### src/rtl/imm_pkg.sv
// imm_pkg: shared types and default widths for the immediate-extension unit.
// Modes, prefix-hold FSM states and default parameter constants.
package imm_pkg;

  typedef enum logic [1:0] {
    SIGN  = 2'b00,
    ZERO  = 2'b01,
    UPPER = 2'b10,
    RSVD  = 2'b11
  } imm_mode_e;

  typedef enum logic {
    IDLE     = 1'b0,
    PFX_HELD = 1'b1
  } pfx_state_e;

  localparam int IMM_IN_W        = 5;
  localparam int IMM_OUT_W       = 16;
  localparam int IMM_PFX_TIMEOUT = 8;

endpackage

### src/rtl/imm_format.sv
// imm_format: combinational immediate formatter (sign/zero/upper/prefix).
// Ports: imm, mode, use_pfx, pfx in; res out (OUT_W bits).
module imm_format
  import imm_pkg::*;
#(
  parameter int IN_W  = IMM_IN_W,
  parameter int OUT_W = IMM_OUT_W
) (
  input  logic [IN_W-1:0]       imm,
  input  logic [1:0]            mode,
  input  logic                  use_pfx,
  input  logic [OUT_W-IN_W-1:0] pfx,
  output logic [OUT_W-1:0]      res
);

  localparam int PFX_W = OUT_W - IN_W;

  imm_mode_e m;
  logic      is_zero;
  logic      is_upper;
  logic      is_sign;

  assign m = imm_mode_e'(mode);

  // A held prefix overrides the mode; reserved mode falls back to sign.
  assign is_zero  = ~use_pfx & (m == ZERO);
  assign is_upper = ~use_pfx & (m == UPPER);
  assign is_sign  = ~use_pfx & ((m == SIGN) | (m == RSVD));

  always_comb begin
    res = '0;
    unique case (1'b1)
      use_pfx:  res = {pfx, imm};
      is_zero:  res = {{PFX_W{1'b0}}, imm};
      is_upper: res = {imm, {PFX_W{1'b0}}};
      is_sign:  res = {{PFX_W{imm[IN_W-1]}}, imm};
      default:  res = '0;
    endcase
  end

endmodule

### src/rtl/imm_extend_unit.sv
// imm_extend_unit: registered immediate extension with prefix-hold FSM.
// Ports: clk, rst, in_valid/in_ready/imm_in/mode, pfx_valid/pfx_data,
// flush, out_valid/out_ready/out, pfx_overrun (sticky).
module imm_extend_unit
  import imm_pkg::*;
#(
  parameter int IN_W        = IMM_IN_W,
  parameter int OUT_W       = IMM_OUT_W,
  parameter int PFX_W       = OUT_W - IN_W,
  parameter int PFX_TIMEOUT = IMM_PFX_TIMEOUT
) (
  input  logic             clk,
  input  logic             rst,
  input  logic             in_valid,
  output logic             in_ready,
  input  logic [IN_W-1:0]  imm_in,
  input  logic [1:0]       mode,
  input  logic             pfx_valid,
  input  logic [PFX_W-1:0] pfx_data,
  input  logic             flush,
  output logic             out_valid,
  input  logic             out_ready,
  output logic [OUT_W-1:0] out,
  output logic             pfx_overrun
);

  localparam int AGE_W = $clog2(PFX_TIMEOUT + 1);
  localparam logic [AGE_W-1:0] AGE_LAST = AGE_W'(PFX_TIMEOUT - 1);

  pfx_state_e       state;
  logic [PFX_W-1:0] pfx_reg;
  logic [AGE_W-1:0] age;
  logic             in_fire;
  logic [OUT_W-1:0] fmt;

  assign in_ready = ~out_valid | out_ready;
  assign in_fire  = in_valid & in_ready;

  // Only a prefix captured on an earlier edge applies to this immediate.
  imm_format #(
    .IN_W  (IN_W),
    .OUT_W (OUT_W)
  ) u_fmt (
    .imm     (imm_in),
    .mode    (mode),
    .use_pfx (state == PFX_HELD),
    .pfx     (pfx_reg),
    .res     (fmt)
  );

  always_ff @(posedge clk or posedge rst) begin
    if (rst) begin
      state       <= IDLE;
      pfx_reg     <= '0;
      age         <= '0;
      out_valid   <= 1'b0;
      out         <= '0;
      pfx_overrun <= 1'b0;
    end else if (flush) begin
      state     <= IDLE;
      age       <= '0;
      out_valid <= 1'b0;
    end else begin
      if (in_fire) begin
        out       <= fmt;
        out_valid <= 1'b1;
      end else if (out_ready) begin
        out_valid <= 1'b0;
      end
      unique case (state)
        IDLE: begin
          if (pfx_valid) begin
            pfx_reg <= pfx_data;
            age     <= '0;
            state   <= PFX_HELD;
          end
        end
        PFX_HELD: begin
          if (in_fire) begin
            age <= '0;
            if (pfx_valid) begin
              pfx_reg <= pfx_data;
            end else begin
              state <= IDLE;
            end
          end else if (pfx_valid) begin
            pfx_reg     <= pfx_data;
            age         <= '0;
            pfx_overrun <= 1'b1;
          end else if (age == AGE_LAST) begin
            state       <= IDLE;
            age         <= '0;
            pfx_overrun <= 1'b1;
          end else begin
            age <= age + AGE_W'(1);
          end
        end
        default: state <= IDLE;
      endcase
    end
  end

endmodule

### config.mk
export PLATFORM = sky130hd
export DESIGN_NAME = imm_extend_unit
export DESIGN_NICKNAME = d
export VERILOG_FILES = /design/src/rtl/imm_pkg.sv /design/src/rtl/imm_format.sv /design/src/rtl/imm_extend_unit.sv
export SDC_FILE = /design/constraint.sdc
export NUM_CORES = 1
export LEC_CHECK = 0
export CORE_MARGIN = 4
export CORE_UTILIZATION = 34
export DETAILED_ROUTE_END_ITERATION = 12
export SYNTH_ARGS = -nofsm -noshare
export SYNTH_HDL_FRONTEND = slang
export SYNTH_SLANG_ARGS = --single-unit
export TNS_END_PERCENT = 20
### constraint.sdc
create_clock -name clk -period 2.1 [get_ports clk]
set_input_delay 0.21 -clock clk [delete_from_list [all_inputs] [get_ports clk]]
set_output_delay 0.21 -clock clk [all_outputs]
set_load 0.1 [all_outputs]
==> key figures, run 1 <==
Cells and area
  – Diodes inserted: 0
  – Share of layout cells above drive strength 1: 26.2%
  – Seq. cell area: 852 um^2
  – Nets: 217
  – Layout area overhead: 37.4%
  – Multi-input logic area: 597 um^2
  – Max reg flops: 16
  – FILL cells: 388

CTS
  – Clock latency on the worst-skew pair: 280 ps
  – Clock root buffer: clkbuf_8
  – CTS tree: done
  – Max Root-Sink Buffers: 2
  – Clk pin slew, worst setup/hold paths: 70 ps
  – CTS resizes: 0
  – CTS Hold Buffers Added: 0
  – CTS Buf Count: 5
  – Postcts setup bufs: 0
  – H-tree depth: 2
  – TritonCTS Sinks: 34

Synthesis
  – Net count after synthesis: 168
  – Seq/Total Area, Yosys: 57.0%
  – Synthesized cell area: 1490 um^2
  – Synth warn: 0
  – Number of synthesized register bits: 34
  – Mapped Cells: 141
  – Syn Area/Cell: 10.6 um^2
  – Synth unique cells: 25

Min path
  – Worst hold path class: input port to async pin

Global routing
  – First-pass GRT wire length: 5300 um
  – Vias in the first global route: 1,170
  – GRT Util Overall: 12.7%
  – Initial antenna violation count: 0
  – Most used routing layer: met2
  – GRT overflow: 0
  – GR Util met3: 4.73%
  – Largest net degree at the start of global routing: 35
  – M2 GR Usage: 21.8%
  – GR met1 Demand/Resource: 15.0%

Pwr
  – VDD IR max: 354 uV
  – Clock power frac: 24.3%
  – Combinational share of power: 36.8%
  – Net Sw Frac: 41.5%
  – Sequential cell fraction of total power: 38.9%
  – Pwr Density: 999 nW/um^2
  – Total Power: 2050 uW
  – LEAKAGE: 0.000951 uW
  – Int Power: 1200 uW
  – Net Switching: 851 uW

Placement
  – Port Buf Inserts: 42
  – HPWL Detailed: 2510 um
  – Gp weighted congestion: 0.774

Worst setup path
  – Critical path peak fanout: 5
  – CP Capture Type: register
  – Crit path DAT: 1670 ps
  – Crit path launch type: input port
  – Critical Path RT: 2260 ps
  – Worst setup path class: input port to register

Status
  – Status: completed

Floorplanning
  – Core Rows: 23
  – Starting density of the core: 36.3%
  – I/O pin total: 43
  – Die height: 74.3 um
  – Die area: 5520 um^2
  – Die Width: 74.3 um
  – Core area: 4120 um^2

STA
  – RSZ-0062 raised after global routing: false
  – Slew HR: 71.2%
  – TNS Setup: 0 ps
  – Crit path time final: 1510 ps
  – Clock Skew: 8.37 ps
  – Setup Viol. Count Final: 0
  – Worst-Margin Slew: 432 ps
  – Final period util: 72.0%
  – Final slew viol count: 0
  – Max Fclk: 661 MHz
  – Final Hold Vio Count: 0

Routing
  – Starting DRT DRC Count: 37
  – Routed Wire Length: 3250 um
  – Pre-antenna DRT Iters: 4
  – Drt drc: 0
  – Antenna Nets Post-Route: 0
  – Via count: 1,170
  – WL per Instance: 13.5 um
  – Avg Vias per Cell: 4.85

Job
  – Max-cap violation count: 0
==> path summary, 6_finish.rpt <==
kind	cells past startpoint	slack, ps	end	startpoint
setup / recovery	6	590	out[2]	mode[0]
hold / removal	3	320	out[10]	rst
min in group clk	1	480	pfx_overrun	pfx_overrun
setup reg to reg	5	610	age[3]	age[0]
hold reg to reg	1	480	pfx_overrun	pfx_overrun
max in group asynchronous	3	1450	out_valid	rst
==> critical path, stage by stage <==
cell,delay (ps)
clkdlybuf4s50_1,500
inv_1,50
ha_1,320
or3_1,430
nand2_1,90
o21ai_0,70
==> metrics by stage <==
step | hold WS, ps | utilization [%] | instances | area [um^2] | setup slack (ps)
after global placement | 467 | 47.6 | 233 | 1960 | 346
after CTS | 327 | 49.9 | 241 | 2050 | 603
final | 316 | 49.9 | 241 | 2050 | 587
after detailed placement | 472 | 47.6 | 233 | 1960 | 299
after global routing | 390 | 49.9 | 241 | 2050 | 444
after floorplan | 269 | - | 141 | 1500 | 189
==> cells in the mapped netlist <==
master    instances  area, um^2
ha_1              3        37.5
nand3_1           1        5.00
a2111o_1          1        11.3
inv_2             1        3.75
nor2_1            8        30.0
buf_2             1        5.00
clkbuf_1          3        11.3
o31ai_1           5        37.5
nor3_2            1        10.0
a21oi_1          13        65.1
a211o_2           1        10.0
nand3b_1          1        7.51
dfrtp_1          34         851
or3b_2            1        8.76
buf_4             1        7.51
o21bai_1          3        22.5
mux2_2           11         124
or3_1             1        6.26
a21o_1            2        15.0
inv_1             5        18.8
nor4b_2           1        15.0
nand2b_4          1        13.8
nor2b_1           1        6.26
nand2_1          27         101
o21ai_0          14        70.1
==> metal layers <==
| layer | up-vias | share of wire [%] |
|---|---|---|
| met3 | 6 | 7.8 |
| met5 | - | 0 |
| li1 | 586 | - |
| met2 | 30 | 48 |
| met4 | 0 | 1.1 |
| met1 | 548 | 43 |
==> cell families after synthesis <==
kind of cell | count (synthesis) | synth area share [%]
fa+ha+maj | 3 | 2.51
flops | 34 | 57.0
buf+inv | 11 | 3.10
simple gates | 43 | 13.7
mux | 11 | 8.29
compound gates | 39 | 15.5
==> power by group through the flow <==
stage | Clock (uW) | Sequential [uW] | Combinational (uW)
after floorplan | 0 | 1220 | 147
after global placement | 0 | 808 | 757
after CTS | 516 | 798 | 761
final | 497 | 798 | 755
after detailed placement | 0 | 811 | 760
after global routing | 540 | 810 | 793
==> final cells by class <==
type | count | area share (%)
Sequential cell | 34 | 41.5
Multi-Input combinational cell | 96 | 29.1
Timing Repair Buffer | 47 | 20.6
Clock buffer | 6 | 4.02
Tap cell | 50 | 3.05
Inverter | 6 | 1.10
Clock inverter | 2 | 0.610
==> cell usage in the layout, fill, tap and decap left out, types with 2 or more instances in the layout <==
master,Yosys,final
clkbuf_8,0,6
inv_1,5,5
dfrtp_1,34,33
ha_1,3,3
a21o_1,2,2
o31ai_1,5,5
nand2_1,27,27
o21ai_0,14,14
nor2_1,8,8
clkdlybuf4s50_1,0,23
mux2_2,11,11
o21bai_1,3,3
a21oi_1,13,13
buf_4,1,23
Note: power is estimated with default switching activity, not from simulation.
==> run 2: changes to the inputs <==
- clock period: 2.1 -> 1.58 ns (I/O delays scaled with it)
==> run 2 against run 1 <==
  * Sequential power grew 39%
  * Via count down 0.68%
  * Highest routed layer unchanged
  * Critical path type is now register to register
  * Largest cell class unchanged
  * Register-to-register slack worse by 500 ps
  * Non-clock buffer count is 5 higher
  * Worst setup slack worse by 480 ps
  * Final cell count is 2.1% higher
==> key figures, run 2 (synthesized netlist as in run 1, its figures left out) <==
STA
  – Clock Skew: 8.60 ps
  – Crit path time final: 1470 ps
  – Setup Viol. Count Final: 0
  – Final slew viol count: 0
  – Slew HR: 71.5%
  – RSZ-0062 raised after global routing: false
  – Worst-Margin Slew: 427 ps
  – Final Hold Vio Count: 0
  – Max Fclk: 679 MHz
  – Final period util: 93.3%

Job
  – Max-cap violation count: 0

Routing
  – Starting DRT DRC Count: 78
  – WL per Instance: 13.4 um
  – Antenna Nets Post-Route: 0
  – Pre-antenna DRT Iters: 4
  – Via count: 1,162
  – Routed Wire Length: 3290 um
  – Avg Vias per Cell: 4.72
  – Drt drc: 0

Floorplanning
  – Die Width: 74.3 um
  – I/O pin total: 43
  – Starting density of the core: 36.3%
  – Core area: 4120 um^2
  – Die area: 5520 um^2
  – Die height: 74.3 um
  – Core Rows: 23

CTS
  – Postcts setup bufs: 0
  – Clock root buffer: clkbuf_8
  – Max Root-Sink Buffers: 2
  – TritonCTS Sinks: 34
  – H-tree depth: 2
  – Clock latency on the worst-skew pair: 280 ps
  – Clk pin slew, worst setup/hold paths: 70 ps
  – CTS Buf Count: 5
  – CTS Hold Buffers Added: 0
  – CTS tree: done
  – CTS resizes: 0

Placement
  – Dpl cell area: 2230 um^2
  – Gp weighted congestion: 0.786
  – HPWL Detailed: 2540 um
  – Port Buf Inserts: 42

Worst setup path
  – Crit path DAT: 1690 ps
  – FF-to-FF setup slack: 110 ps
  – Critical Path RT: 1800 ps
  – RR Endpoint: age[3]
  – Worst Setup SP: age[0]
  – WP depth: 5
  – Worst setup path class: register to register
  – FF-to-FF path depth: 5
  – Critical path peak fanout: 4
  – Crit path launch type: register
  – Setup crit end: age[3]
  – Highest-delay cell along the critical path: or3b_2
  – CP delay by family, top: simple AND/OR/NAND/NOR gates
  – Slowest cell delay on critical path: 440 ps
  – Reg-to-reg startpoint: age[0]
  – CP Cell Sequence: ha_1 > nand2_1 > or3b_2 > a21oi_1 > a21o_1
  – CP bufs+invs: 0
  – CP Capture Type: register

Cells and area
  – Most frequent cells in the layout: dfrtp_1 (33), nand2_1 (27), clkdlybuf4s50_1 (23)
  – Layout area overhead: 55.1%
  – Multi-input logic area: 599 um^2
  – Nets: 222
  – Diodes inserted: 0
  – Share of layout cells above drive strength 1: 27.0%
  – FILL cells: 346
  – Max reg flops: 16
  – Post-route cell area: 2320 um^2
  – Post-Route Utilization: 56.3%
  – Seq. cell area: 855 um^2
  – Commonest non-fill, non-tap cell in the layout: dfrtp_1

Global routing
  – M2 GR Usage: 20.6%
  – GRT overflow: 0
  – Largest net degree at the start of global routing: 35
  – Most used routing layer: met2
  – GR Util met3: 4.19%
  – First-pass GRT wire length: 5800 um
  – GR met1 Demand/Resource: 19.0%
  – GRT Util Overall: 13.9%
  – Vias in the first global route: 1,234
  – Initial antenna violation count: 0

Pwr
  – Clock power frac: 20.5%
  – Combinational share of power: 41.5%
  – Pwr Density: 1260 nW/um^2
  – Net Sw Frac: 39.6%
  – Sequential cell fraction of total power: 38.0%
  – Int Power: 1760 uW
  – VDD IR max: 471 uV
  – Net Switching: 1150 uW
  – LEAKAGE: 0.00104 uW

Status
  – Status: completed

Min path
  – Worst hold path class: input port to async pin
## run 2: worst min path at each step
stage                    start    endpoint  depth (start not counted)  slack (ps)
floorplan                flush   out_valid                          1         220
global placement        age[1]      age[1]                          2         500
detailed placement  pfx_reg[1]  pfx_reg[1]                          1         500
CTS                        rst      age[0]                          3         270
global route               rst      age[0]                          3         320
finish                     rst     out[12]                          3         270
## run 2: stage by stage
| stage | power, uW | instances | TNS, ps | setup slack (ps) | hold slack [ps] |
|---|---|---|---|---|---|
| floorplan | 1820 | 141 | -983 | -164 | 217 |
| global placement | 2330 | 238 | -932 | -102 | 496 |
| detailed placement | 2340 | 238 | -1100 | -116 | 502 |
| CTS | 2960 | 246 | 0 | 110 | 272 |
| global route | 3060 | 246 | 0 | 23.6 | 318 |
| finish | 2920 | 246 | 0 | 107 | 270 |
## run 2: layout make-up
cell class / count / area share [%]
Clock buffer: 8 / 3.46
Timing Repair Buffer: 52 / 30.1
Multi-Input combinational cell: 96 / 25.9
Tap cell: 50 / 2.70
Sequential cell: 34 / 36.9
Inverter: 6 / 0.972
## run 2: metal layers
layer	part of all wire, %	vias up
met1	48	531
met2	43	35
met5	0	-
met4	2.1	0
met3	6.3	6
li1	-	590
## run 2: worst register-to-register path, delay by kind of cell, from the launching register on
kind	cells	cell delay, ps
flops	1	410
simple gates	2	530
fa+ha+maj	1	240
compound gates	2	220
## run 2: power by group through the flow
stage	clock network, uW	registers [uW]	logic (uW)
2_1_floorplan	0	1630	196
3_3_place_gp	0	1120	1210
3_5_place_dp	0	1130	1220
4_1_cts	630	1110	1220
5_1_grt	674	1130	1270
6_report	599	1110	1210
==> run 3: changes to the inputs <==
- CTS_CLUSTER_SIZE: unset -> 16
==> results of run 3 <==
Same layout as run 2: the final DEF is identical, and so are final timing and power.
